`config.mk`:
```
export PLATFORM = sky130hd
export DESIGN_NAME = ff_write_arbiter
export DESIGN_NICKNAME = d
export VERILOG_FILES = /design/src/rtl/ff_write_arbiter.sv
export SDC_FILE = /design/constraint.sdc
export NUM_CORES = 1
export LEC_CHECK = 0
export ABC_CLOCK_PERIOD_IN_PS = 2320
export BUFFER_PORTS_ARGS = -buffer_cell sky130_fd_sc_hd__buf_4
export CORE_ASPECT_RATIO = 1.25
export CORE_MARGIN = 5
export CORE_UTILIZATION = 35
export DETAILED_ROUTE_END_ITERATION = 12
export PLACE_DENSITY = 0.53
export SLEW_MARGIN = 20
export SYNTH_ARGS = -nofsm -noshare
export SYNTH_HDL_FRONTEND = slang
export SYNTH_SLANG_ARGS = --single-unit
```
`constraint.sdc`:
```
create_clock -name CK -period 2.32 [get_ports CK]
set_clock_uncertainty 0.1 [all_clocks]
set_input_delay 0.116 -clock CK [delete_from_list [all_inputs] [get_ports CK]]
set_output_delay 0.116 -clock CK [all_outputs]
set_load 0.02 [all_outputs]
```
`src/rtl/ff_write_arbiter.sv`:
```
// Round-robin write arbiter for one shared clock-enabled register, with locked bursts and timeout.
// Optional per-requester grant counters on GNT_CNT when FF_ARB_GNT_COUNT_EN is defined.
module ff_write_arbiter #(
  parameter int NREQ    = 4,
  parameter int DW      = 1,
  parameter int TIMEOUT = 15
) (
  input  logic               CK,
  input  logic               RST,
  input  logic [NREQ-1:0]    REQ,
  input  logic [NREQ-1:0]    LOCK,
  input  logic [NREQ*DW-1:0] D_IN,
  output logic [NREQ-1:0]    GNT,
  output logic               CE,
  output logic [DW-1:0]      D,
  output logic               TMO
`ifdef FF_ARB_GNT_COUNT_EN
  ,
  output logic [NREQ*8-1:0]  GNT_CNT
`endif
);

  localparam int unsigned NR = NREQ;
  localparam int PW = (NREQ > 1) ? $clog2(NREQ) : 1;
  localparam int CW = $clog2(TIMEOUT + 1);

  typedef enum logic [1:0] {IDLE, LOCKED, BACKOFF} state_t;

  state_t            state_q, state_n;
  logic [NREQ-1:0]   gnt_q, gnt_n;
  logic              ce_q, ce_n;
  logic [DW-1:0]     d_q, d_n;
  logic              tmo_q, tmo_n;
  logic [PW-1:0]     ptr_q, ptr_n;
  logic [CW-1:0]     cnt_q, cnt_n;
  logic [PW-1:0]     own_q, own_n;
  logic              excl_q, excl_n;

  logic [NREQ-1:0]   own_mask;
  logic [NREQ-1:0]   elig;
  logic              win_vld;
  logic [PW-1:0]     win_idx;
  logic [PW-1:0]     nxt_ptr;
  logic [DW-1:0]     win_d;
  logic [DW-1:0]     own_d;
  logic              arb;

  // A requester released by timeout is skipped once, but only if someone else wants the register.
  always_comb begin
    own_mask = '0;
    for (int unsigned k = 0; k < NR; k++) begin
      own_mask[k] = (PW'(k) == own_q);
    end
    elig = REQ;
    if (excl_q && ((REQ & ~own_mask) != '0)) begin
      elig = REQ & ~own_mask;
    end
  end

  always_comb begin
    win_vld = 1'b0;
    win_idx = '0;
    for (int unsigned k = 0; k < NR; k++) begin
      if (!win_vld && elig[(32'(ptr_q) + k) % NR]) begin
        win_vld = 1'b1;
        win_idx = PW'((32'(ptr_q) + k) % NR);
      end
    end
    nxt_ptr = (win_idx == PW'(NR - 1)) ? '0 : win_idx + 1'b1;
  end

  always_comb begin
    win_d = '0;
    own_d = '0;
    for (int unsigned k = 0; k < NR; k++) begin
      if (PW'(k) == win_idx) win_d = D_IN[k*DW +: DW];
      if (PW'(k) == own_q)   own_d = D_IN[k*DW +: DW];
    end
  end

  always_comb begin
    state_n = state_q;
    gnt_n   = gnt_q;
    ce_n    = ce_q;
    d_n     = d_q;
    tmo_n   = 1'b0;
    ptr_n   = ptr_q;
    cnt_n   = cnt_q;
    own_n   = own_q;
    excl_n  = excl_q;
    arb     = 1'b0;

    unique case (state_q)
      IDLE: arb = 1'b1;
      LOCKED: begin
        if (!LOCK[own_q]) begin
          arb = 1'b1;
        end else if (cnt_q == CW'(TIMEOUT)) begin
          state_n = BACKOFF;
          gnt_n   = '0;
          ce_n    = 1'b0;
          tmo_n   = 1'b1;
          cnt_n   = '0;
          excl_n  = 1'b1;
        end else begin
          ce_n  = REQ[own_q];
          if (REQ[own_q]) d_n = own_d;
          cnt_n = cnt_q + 1'b1;
        end
      end
      BACKOFF: begin
        state_n = IDLE;
        gnt_n   = '0;
        ce_n    = 1'b0;
      end
      default: state_n = IDLE;
    endcase

    // Lock release re-arbitrates in the same edge, so this path is shared with IDLE.
    if (arb) begin
      state_n = IDLE;
      cnt_n   = '0;
      if (win_vld) begin
        gnt_n          = '0;
        gnt_n[win_idx] = 1'b1;
        ce_n           = 1'b1;
        d_n            = win_d;
        ptr_n          = nxt_ptr;
        own_n          = win_idx;
        excl_n         = 1'b0;
        if (LOCK[win_idx]) begin
          state_n = LOCKED;
          cnt_n   = CW'(1);
        end
      end else begin
        gnt_n = '0;
        ce_n  = 1'b0;
      end
    end
  end

  always_ff @(posedge CK or posedge RST) begin
    if (RST) begin
      state_q <= IDLE;
      gnt_q   <= '0;
      ce_q    <= 1'b0;
      d_q     <= '0;
      tmo_q   <= 1'b0;
      ptr_q   <= '0;
      cnt_q   <= '0;
      own_q   <= '0;
      excl_q  <= 1'b0;
    end else begin
      state_q <= state_n;
      gnt_q   <= gnt_n;
      ce_q    <= ce_n;
      d_q     <= d_n;
      tmo_q   <= tmo_n;
      ptr_q   <= ptr_n;
      cnt_q   <= cnt_n;
      own_q   <= own_n;
      excl_q  <= excl_n;
    end
  end

  assign GNT = gnt_q;
  assign CE  = ce_q;
  assign D   = d_q;
  assign TMO = tmo_q;

`ifdef FF_ARB_GNT_COUNT_EN
  logic [NREQ*8-1:0] gcnt_q;

  always_ff @(posedge CK or posedge RST) begin
    if (RST) begin
      gcnt_q <= '0;
    end else begin
      for (int unsigned i = 0; i < NR; i++) begin
        if (gnt_q[i] && ce_q && (gcnt_q[i*8 +: 8] != 8'hFF)) begin
          gcnt_q[i*8 +: 8] <= gcnt_q[i*8 +: 8] + 8'd1;
        end
      end
    end
  end

  assign GNT_CNT = gcnt_q;
`endif

endmodule

```
# --- Word-level counts from Yosys, hierarchy flattened ---
# Cells that the tools add are included.
totals:
  output_inout_bits: 7
  in_bits: 14
  reg_bits: 18
op_classes:
  n_lt_le_gt_ge: 7
  n_mux: 72
  add_sub_neg: 5
  n_reduce_logical: 20
  eq_ne: 13
  bitwise: 2
op_table:
  columns: ["operator", "count"]
  rows:
  - ["$mux 1", 43]
  - ["$mux 4", 9]
  - ["$lt 2x3->1 const B", 6]
  - ["$mux 2", 8]
  - ["$bmux 1 s2", 7]
  - ["$eq 2x2->1 const A", 4]
  - ["$pmux 4 s2", 1]
  - ["$logic_not 2->1", 3]
  - ["$ne 3x3->1 const B", 2]
  - ["$reduce_and 2->1", 3]
  - ["$reduce_and 3->1", 2]
  - ["$logic_and 1x1->1", 5]
  - ["$add 2x1->2 const B", 2]
  - ["$add 2x2->2 const B", 2]
  - ["$add 4x1->4 const B", 1]
  - ["$and 4x4->4", 1]
  - ["$eq 1x2->1 const A", 2]
  - ["$eq 2x2->1 const B", 2]
  - ["$eq 4x4->1 const B", 1]
  - ["$not 4->4", 1]
  - ["$pmux 1 s2", 2]
  - ["$pmux 2 s2", 1]
  - ["$reduce_bool 2->1", 2]
  - ["$reduce_bool 4->1", 1]
  - ["other kinds (6)", 8]

# --- Depth between registers and ports, before layout ---
depth:
  ltp_word: 25
  mapped_depth: 9
  depth_no_buf: 8

# --- Worst setup path after synthesis ---
# OpenSTA, ideal clock, no wires.
synth_path:
  path_type: "reg-to-reg"
  startpoint: "reg own_q[0]"
  endpoint: "reg cnt_q[0]"
  period_less_slack_ps: 2281
  setup_ps: 86
  path_stages_with_launch: 8
  slack_ps: 39
  t_arrival_ps: 2095
  n_path_buf: 1
  cell_sequence: "dfrtp_1 buf_6 or3b_4 o21ai_4 o21ai_2 a221o_1 mux4_2 o221ai_2"
synth_via:
  elab_chain_cells: 23
  word_cells_on_any_way: 43
  cone_classes: "eq/ne (3); mux (26); bitwise (2); reduce/logical (12)"
synth_rtl:
  columns: ["element", "line_no", "text"]
  rows:
  - ["start, declared", "36", "logic [PW-1:0] own_q, own_n;"]
  - ["start signal, assigned", "161", "own_q <= own_n;"]
  - ["$eq 1x2->1, or another cell as far along", "52", "own_mask[k] = (PW'(k) == own_q);"]
  - ["$not 4->4", "55, 56", null]
  - ["$and 4x4->4", "55, 56", null]
  - ["$reduce_bool 4->1", "55", "if (excl_q && ((REQ & ~own_mask) != '0)) begin"]
  - ["$logic_and 1x1->1", "55", null]
  - ["$mux 4", "55", null]
  - ["$bmux 1 s2", "64", "if (!win_vld && elig[(32'(ptr_q) + k) % NR]) begin"]
  - ["$mux 1 (not written as such)", "64", null]
  - ["[7 not listed]", null, null]
  - ["$logic_not 1->1", "64", null]
  - ["$logic_and 1x1->1", "64", null]
  - ["$mux 2", "64", null]
  - ["$bmux 1 s2", "131", "if (LOCK[win_idx]) begin"]
  - ["$mux 1 (not written as such)", "131", null]
  - ["$mux 1", "131", null]
  - ["$mux 1", "123", "if (win_vld) begin"]
  - ["$mux 4", "120", "if (arb) begin"]
  - ["end signal, assigned", "160", "cnt_q <= cnt_n;"]
  - ["end, declared", "35", "logic [CW-1:0] cnt_q, cnt_n;"]
# Several ways; a longest one is shown, not always the timed one. The select of a mux whose other input is x is not followed.
# A chain may end at the register's enable or synchronous reset.

# --- Worst setup path after layout ---
# Ends and elaborated chain as after synthesis.

==> impl_metrics.tcl <==
set metrics [dict create \
    reg2reg_from "own_q[0]" \
    finalHoldViolations 0 \
    fp.coreArea_sq_um 3140 \
    start_util_pct 35.6 \
    via_count_of_the_first_global_routing_pass 1113 \
    ys_warn_count 0 \
    launch_instance_of_the_worst_min_delay_path "D_IN[3]" \
    dieArea_sq_um 4430 \
    number_of_cts_inserted_buffers 3 \
    slew_viol_final 0 \
    finalWirelength_um 2880 \
    post_synth_num_cell_types 43 \
    setup-violations-final 1 \
    static_leak_nw 0.703 \
    htree_levels 1 \
    finalSetupTns_ns -0.0349 \
    period_share_pct 102 \
    dominant_cell_type_by_area_after_synthesis "sky130_fd_sc_hd__dfrtp_1" \
    detail_route.drc_violations 0 \
    whs_endpoint "D" \
    failed_checks "negative setup slack" \
    relative_area_change_from_synthesis_to_final_layout_pct 36.1 \
    clk_transition_reported_paths_ns 0.07 \
    critical_path.reg2reg.endpoint "cnt_q[0]" \
    final_antenna_net_count 0 \
    core.rowCount 23 \
    synthFlopType "sky130_fd_sc_hd__dfrtp_1" \
    hold_path_class "in -> reg" \
    insertion_delay_ns 0.25 \
    io_count 21 \
    dp_hpwl_um 2180 \
    worstPathRequired_ns 2.39 \
    worstSetupStartpoint "own_q[0]" \
    timing.max_slew.rel_slack_pct 52.9 \
    cts_tree "yes" \
    vias 1046 \
    grt.total_usage_pct 15.1 \
    minimum_hold_slack_ns 0.125 \
    drt_first_iter_violations 52 \
    ir_worst_vdd_uv 535 \
    start_kind "register" \
    layout.core_utilization_pct 48.5 \
    cellPowerDensity_nw_per_um2 1110 \
    cts_sinks 18 \
    detailedRoute.firstPassIterationCount 4 \
    end_kind "register" \
    die_w_um 60.5 \
    max_slew.worst_pin.slew_ns 0.705 \
    timing_worst_setup_path_type "reg -> reg" \
    number_of_synthesized_flops_with_an_enable_pin 0 \
    yosys-top-cells-area "sky130_fd_sc_hd__dfrtp_1 40%, sky130_fd_sc_hd__nand2_1 7.4%, sky130_fd_sc_hd__o21ai_0 5.4%" \
    min_delay_path_depth 3 \
    final.setup.worst_slack_ns -0.0349 \
    synth.avg_cell_area_sq_um 9.72 \
    syn_inst 115 \
    antenna_found_initial 0 \
    critical_path_peak_fanout 5 \
    postSynthNetCount 131 \
    routedWlPerCell_um 14.9 \
    place.gp.congestion 0.793 \
    drive_above_1_share_pct 34.6 \
    die_h_um 73.2 \
    power.total_mw 1.68 \
    layout.nets 173 \
    result_of_the_run "finished with violations" \
    cp.arrival_ns 2.42 \
    most_used_standard_cells_in_the_synthesized_netlist "22 x sky130_fd_sc_hd__nand2_1, 18 x sky130_fd_sc_hd__dfrtp_1, 12 x sky130_fd_sc_hd__o21ai_0, 7 x sky130_fd_sc_hd__inv_1, 6 x sky130_fd_sc_hd__nor3_1" \
    num-fill-cells 317 \
    synthArstFlopShare_pct 100 \
    post-synth-top-area-fraction_pct 40.3 \
    average_vias_per_placed_instance 5.42 \
    cts.root.buffer_cell "sky130_fd_sc_hd__clkbuf_8" \
    synth_most_common_cell "sky130_fd_sc_hd__nand2_1" \
    synth-seq-area-share_pct 40.3 \
    r2r_setup_slack_ns -0.03 \
    grt_overflow 0 \
    rsz0062_at_grt "yes" \
    final_period_minus_worst_setup_slack_ns 2.35 \
    timing.reg2reg.worst_path_depth 6 \
    max_freq_mhz 425 \
    syn_area_sq_um 1120 \
    grt_first_pass_wirelength_um 4970 \
    drv.max_cap_violation_count 0 \
    n_antenna_cell 0 \
    cts_buffer_depth 2 \
    numPortBuffers 20 \
    synth-seq-cells 18 \
    pin_count_of_the_biggest_net_entering_global_routing 19 \
]
==> worst max-delay path by stage <==
stage,end,slack [ns],cells after the start
final,cnt_q[0],-0.03,6
after global routing,cnt_q[0],-0.09,6
after CTS,cnt_q[0],0.001,6
after detailed placement,cnt_q[0],-0.06,6
after global placement,cnt_q[0],0.02,6
after floorplan,cnt_q[0],0.04,7
==> report_power, final <==
part           switching [mW]  internal (mW)
registers               0.106          0.425
clock network           0.106          0.151
logic                   0.430          0.464
==> sequential cells by signal, summed over array words and instances, names as in the netlist <==
name and flops:
excl_q 1, state_q 2, D 1, own_q 2, CE 1, GNT 4, ptr_q 2, cnt_q 4
TMO 1
==> routing by layer <==
metal  up-vias  track usage, %  share of wire, %
met5         -               0                 0
met4         0            6.02               1.2
met3         4            2.30               2.9
met2        16            27.4                54
met1       514            17.4                42
li1        512               -                 -
==> layout make-up <==
type	count	area (sq um)	share of cell area [%]
multi-input cells	87	626	41.2
flip-flops and latches	18	452	29.7
repair buffers	40	315	20.7
clock buffers	4	55.1	3.62
well taps	37	46.3	3.05
inverters	7	26.3	1.73
==> per-stage QoR <==
step                      setup slack, ns  cells  area (sq um)
after detailed placement          -0.0611    181          1380
after floorplan                    0.0387    115          1120
after CTS                         0.00109    191          1500
after global routing              -0.0908    193          1520
after global placement             0.0196    181          1380
final                             -0.0349    193          1520
==> worst max-delay path, stage by stage (launching register included) <==
cell,delay (ns)
sky130_fd_sc_hd__dfrtp_2,0.45
sky130_fd_sc_hd__or3b_4,0.41
sky130_fd_sc_hd__o21ai_4,0.18
sky130_fd_sc_hd__o21ai_2,0.06
sky130_fd_sc_hd__a221o_1,0.44
sky130_fd_sc_hd__mux4_2,0.48
sky130_fd_sc_hd__o221ai_2,0.15
==> cells by family after synthesis <==
group	Yosys count	share of synthesized area, %
buffers and inverters	10	4.14
AND/OR/NAND/NOR	45	19.2
adder cells (fa/ha/maj)	2	2.24
flip-flops	18	40.3
AO/OA/AOI/OAI	34	23.5
multiplexers	6	10.6
==> cell usage in the layout, fill, tap and decap left out, types with 4 or more instances in the layout <==
master	count
sky130_fd_sc_hd__dfrtp_1	17
sky130_fd_sc_hd__nor3_1	6
sky130_fd_sc_hd__inv_1	7
sky130_fd_sc_hd__nand2_1	22
sky130_fd_sc_hd__clkbuf_8	4
sky130_fd_sc_hd__nor2_1	4
sky130_fd_sc_hd__o21ai_0	11
sky130_fd_sc_hd__buf_4	38
==> what timing repair did <==
| item | in CTS | in global routing |
|---|---|---|
| hold endpoints to repair | 18 | 0 |
| pin swaps | 4 | 3 |
| buffers inserted | 5 | 2 |
| hold buffers | 1 | 0 |
| resized for setup | 2 | 2 |
| endpoints found under the setup margin | 3 | 5 |
No activity file was read; power rests on OpenSTA's default activity.
